--- src/rtl/aurora_qpll1_reset_sequencer.sv ---
// QPLL1 reset sequencer for the Aurora 64b66b quad: timed reset, lock wait with
// timeout, lock-stability qualification, bounded retries and loss supervision.
module aurora_qpll1_reset_sequencer #(
  parameter int RESET_HOLD_CYCLES   = 128,
  parameter int LOCK_TIMEOUT_CYCLES = 262144,
  parameter int LOCK_STABLE_CYCLES  = 1024,
  parameter int MAX_RETRIES         = 7
) (
  input  logic       init_clk,
  input  logic       rst_n,
  input  logic       force_reset,
  input  logic       qpll1_lock,
  input  logic       qpll1_refclklost,
  output logic       qpll1_reset,
  output logic       pll_ready,
  output logic       fail,
  output logic [3:0] retry_cnt,
  output logic [2:0] state
);

  function automatic int max2(input int a, input int b);
    return (a > b) ? a : b;
  endfunction

  localparam int CNT_W = max2(18, max2($clog2(RESET_HOLD_CYCLES),
                                  max2($clog2(LOCK_TIMEOUT_CYCLES),
                                       $clog2(LOCK_STABLE_CYCLES))));

  localparam logic [CNT_W-1:0] HOLD_LAST    = CNT_W'(RESET_HOLD_CYCLES - 1);
  localparam logic [CNT_W-1:0] TIMEOUT_LAST = CNT_W'(LOCK_TIMEOUT_CYCLES - 1);
  localparam logic [CNT_W-1:0] STABLE_LAST  = CNT_W'(LOCK_STABLE_CYCLES - 1);
  localparam logic [3:0]       RETRY_MAX    = 4'(MAX_RETRIES);

  typedef enum logic [2:0] {
    ST_ASSERT_RST = 3'd0,
    ST_WAIT_LOCK  = 3'd1,
    ST_STABLE     = 3'd2,
    ST_READY      = 3'd3,
    ST_FAIL       = 3'd4
  } state_e;

  logic             lock_meta, lock_s;
  logic             lost_meta, lost_s;
  state_e           state_q, state_d;
  logic [CNT_W-1:0] cnt_q;
  logic [3:0]       retry_q, retry_d, retry_inc;
  logic             counting;

  // NOTE: synchronizer flops reset to 0 so a stale lock cannot skip the reset hold.
  always_ff @(posedge init_clk or negedge rst_n) begin
    if (!rst_n) begin
      lock_meta <= 1'b0;
      lock_s    <= 1'b0;
      lost_meta <= 1'b0;
      lost_s    <= 1'b0;
    end else begin
      lock_meta <= qpll1_lock;
      lock_s    <= lock_meta;
      lost_meta <= qpll1_refclklost;
      lost_s    <= lost_meta;
    end
  end

  // Failed attempts saturate so the count can never wrap back below the limit.
  assign retry_inc = (retry_q == RETRY_MAX) ? retry_q : retry_q + 4'd1;

  // NOTE: every always_comb output gets a default first, so no path infers a latch.
  always_comb begin
    state_d = state_q;
    retry_d = retry_q;
    unique case (state_q)
      ST_ASSERT_RST: begin
        if (!lost_s && cnt_q == HOLD_LAST) state_d = ST_WAIT_LOCK;
      end
      ST_WAIT_LOCK: begin
        if (lost_s) begin
          state_d = ST_ASSERT_RST;
        end else if (lock_s) begin
          state_d = ST_STABLE;
        end else if (cnt_q == TIMEOUT_LAST) begin
          retry_d = retry_inc;
          state_d = (retry_inc == RETRY_MAX) ? ST_FAIL : ST_ASSERT_RST;
        end
      end
      ST_STABLE: begin
        if (lost_s) begin
          state_d = ST_ASSERT_RST;
        end else if (!lock_s) begin
          retry_d = retry_inc;
          state_d = (retry_inc == RETRY_MAX) ? ST_FAIL : ST_ASSERT_RST;
        end else if (cnt_q == STABLE_LAST) begin
          retry_d = 4'd0;
          state_d = ST_READY;
        end
      end
      ST_READY: begin
        if (!lock_s || lost_s) state_d = ST_ASSERT_RST;
      end
      ST_FAIL: begin
        state_d = ST_FAIL;
      end
      default: begin
        state_d = ST_ASSERT_RST;
      end
    endcase
    if (force_reset) begin
      state_d = ST_ASSERT_RST;
      retry_d = 4'd0;
    end
  end

  assign counting = (state_q == ST_ASSERT_RST) || (state_q == ST_WAIT_LOCK) ||
                    (state_q == ST_STABLE);

  // Outputs are decoded from the next state so they change on the same edge as state.
  always_ff @(posedge init_clk or negedge rst_n) begin
    if (!rst_n) begin
      state_q     <= ST_ASSERT_RST;
      cnt_q       <= '0;
      retry_q     <= 4'd0;
      qpll1_reset <= 1'b1;
      pll_ready   <= 1'b0;
      fail        <= 1'b0;
    end else begin
      state_q <= state_d;
      retry_q <= retry_d;
      if (force_reset || state_d != state_q || (state_q == ST_ASSERT_RST && lost_s)) begin
        cnt_q <= '0;
      end else if (counting) begin
        cnt_q <= cnt_q + CNT_W'(1);
      end
      qpll1_reset <= (state_d == ST_ASSERT_RST) || (state_d == ST_FAIL);
      pll_ready   <= (state_d == ST_READY);
      fail        <= (state_d == ST_FAIL);
    end
  end

  assign retry_cnt = retry_q;
  assign state     = state_q;

endmodule
--- config.mk ---
export PLATFORM = sky130hd
export DESIGN_NAME = aurora_qpll1_reset_sequencer
export DESIGN_NICKNAME = d
export VERILOG_FILES = /design/src/rtl/aurora_qpll1_reset_sequencer.sv
export SDC_FILE = /design/constraint.sdc
export NUM_CORES = 1
export LEC_CHECK = 0
export ABC_CLOCK_PERIOD_IN_PS = 7100
export CAP_MARGIN = 10
export CORE_MARGIN = 8
export CORE_UTILIZATION = 38
export DETAILED_ROUTE_END_ITERATION = 12
export PLACE_DENSITY = 0.62
export SYNTH_ARGS = -nofsm -noshare
export SYNTH_HDL_FRONTEND = slang
export SYNTH_SLANG_ARGS = --single-unit
--- constraint.sdc ---
create_clock -name init_clk -period 7.1 [get_ports init_clk]
set_input_delay 1.42 -clock init_clk [delete_from_list [all_inputs] [get_ports init_clk]]
set_output_delay 1.42 -clock init_clk [all_outputs]
set_load 0.01 [all_outputs]
==> flow_summary.ini <==
[logic_synthesis]
synth_largest_area_cell = dfrtp_1
yosys_most_used_dff = dfrtp_1
ys_ff_latch = 32
ys_top_cells_by_area = dfrtp_1 43%, nor2_1 6.9%, xor2_1 5.4%
yosys.cell_types.count = 47
synth_top_area_share_pct = 43.1
syn-cell-area_mm2 = 0.00180
yosys_warnings = 0
synth_edf_count = 0
syn_nets = 189
synth_seq_area_share_pct = 44.6
avgSynthCellArea_um2 = 9.89
synthArstFlopShare_pct = 100
netlist_instances = 182

[placed_design]
dp_cells = 246
portBuffers = 14
placed_area_mm2 = 0.00196
gp_congestion = 0.769
dpl.hpwl_mm = 2.52

[worst_setup_path]
cpPeakStageDelay_ns = 0.55
cp-startpoint = force_reset
critPathLaunchType = primary input
worst_path_max_delay_cell = clkdlybuf4s50_1
endpoint_kind = register
path_class = primary input to register
r2r-start = retry_cnt[0]
reg2reg_setup_slack_ns = 4.45
rr_worst_depth = 7
cp.required_ns = 7.25
critPathMaxFanout = 18
crit_chain = clkdlybuf4s50_1, or3_1, a21o_1, o221ai_4, mux2i_4, nor2_1
r2r_end = cnt_q[10]
arrival_ns = 3.34

[cts]
clk_latency_ns = 0.29
cts_resized = 0
ctsHoldBuffers = 0
cts_tree = built
numCtsBuffers = 5
cts-root-buf = clkbuf_8
cts_setup_buffers = 0
cts_max_level = 2
cts.sinks = 32
clkTransAtPathRegs_ns = 0.07
clockBufferDepth = 2

[drt]
initialDrtViolationCount = 121
routed_wl_mm = 3.61
wl_per_cell_um = 14.2
drc = 0
routed_via_density = 5.32
vias = 1351
ant_nets = 0
firstDrtPassIters = 4

[min_path]
hp-start = lost_meta
hp-class = register to register
min_to = lost_s
holdPathStages = 0

[power]
leakage_nw = 0.795
ir_drop_uv = 79.7
power_frac_clock_pct = 42.2
p_seq_share_pct = 53.8
p_switching_mw = 0.0782
swShare_pct = 22.7
power.total_mw = 0.345
power_density_mw_per_mm2 = 168
intPower_mw = 0.267
power_frac_comb_pct = 4.0

[sta]
maxSlewViolCount = 0
fin_worst_skew_ns = 0.00618
slew_headroom_pct = 41.3
max_freq_mhz = 314
setup-tns-final_ns = 0
finalCritPeriodShare_pct = 44.8
rsz0062_at_grt = no
finalHoldViolations = 0
period_minus_slack_ns = 3.18
setup_violations = 0
worst_slew_pin_slew_ns = 0.858

[grt]
grt_pass1_vias = 1374
grt_pass1_wl_mm = 6.51
grt_max_degree = 33
globalRouteOverflowTotal = 0
grtUsageTotal_pct = 11.1
antenna_found_initial = 0

[final_layout]
syn2layout_area_growth_pct = 14.1
layout.nets = 206
final_cell_mix = 33 x nor2_1, 31 x dfrtp_1, 14 x clkdlybuf4s50_1
layout_commonest_cell = nor2_1
fill_cells = 466
multi_input_area_um2 = 917
seq_area_um2 = 802
antenna_cells = 0
stdcell_count = 254
design_area_mm2 = 0.00205
drive_above_1_share_pct = 12.0

[job]
drv_cap = 0

[floorplan]
rows = 25
io_pins = 15
start_util_pct = 38.9
placeableCoreArea_mm2 = 0.00463
die_h_um = 84.8
dieArea_mm2 = 0.00719
dieWidth_um = 84.8

[status]
run_status = finished clean
[synthesized netlist by cell type, drive strengths merged, types with 3 or more instances]
cell type	count
a21oi	4
nand3	11
xor2	11
and2	3
dfrtp	31
buf	3
nor4	5
clkbuf	3
a311oi	3
nor3	6
nand4	8
inv	5
nor2	33
nand2	13
xnor2	6
[worst max-delay path by stage]
stage | to | cells past startpoint
after floorplan | cnt_q[13] | 7
after global placement | cnt_q[14] | 6
after detailed placement | cnt_q[10] | 6
after CTS | cnt_q[10] | 6
after global routing | cnt_q[14] | 6
final | cnt_q[10] | 6
[power by group through the flow]
stage	Sequential, mW	Combinational, mW	Clock, mW
floorplan	0.189	0.00749	0
global placement	0.189	0.0140	0
detailed placement	0.189	0.0141	0
CTS	0.186	0.0141	0.150
global route	0.186	0.0156	0.160
finish	0.186	0.0137	0.145
[sequential cells by signal, indices dropped and copies added, names as in the netlist]
signal       count
qpll1_reset      1
lost_s           1
pll_ready        1
retry_cnt        4
lock_s           1
state            3
lost_meta        1
cnt_q           18
lock_meta        1
fail             1
[cell families (layout without fill, tap and decap cells)]
| kind of cell | after synthesis | after routing | synth area share (%) |
|---|---|---|---|
| and+or+nand+nor | 95 | 95 | 28.8 |
| DFF | 32 | 32 | 44.6 |
| AOI/OAI and AO/OA | 23 | 23 | 10.7 |
| xor gates and xnor gates | 17 | 17 | 8.28 |
| buffers and inverters | 11 | 29 | 4.45 |
| adders and majority gates | 2 | 2 | 1.39 |
| muxes | 2 | 2 | 1.81 |
[worst max-delay path: cells and delay by family]
family | cells | cell delay (ns)
buffers and inverters | 1 | 0.55
muxes | 1 | 0.55
and+or+nand+nor | 2 | 0.53
AOI/OAI and AO/OA | 2 | 0.28
[cell type report]
cell class	count	area share, %
clock buffer	6	4.02
timing repair buffer	16	7.56
tap	54	3.29
sequential	32	39.1
inverter	5	0.914
multi-input combinational	139	44.7
clock inverter	2	0.488
[per-layer routing]
metal  part of all wire, %  GRT usage [%]  wire length [um]
met1                    47           13.5              1690
met2                    48           17.5              1720
met3                   3.5           3.47               127
met4                   1.8           4.85                64
met5                     0              0                 0
[metrics by stage]
step                setup WS (ns)  hold WS [ns]  util (%)
floorplan                    4.24         0.331         -
global placement             3.59         0.331      42.4
detailed placement           3.55         0.336      42.4
CTS                          3.87         0.352      44.4
global route                 3.75         0.362      44.4
finish                       3.92         0.353      44.4
Note: power is estimated with default switching activity, not from simulation.
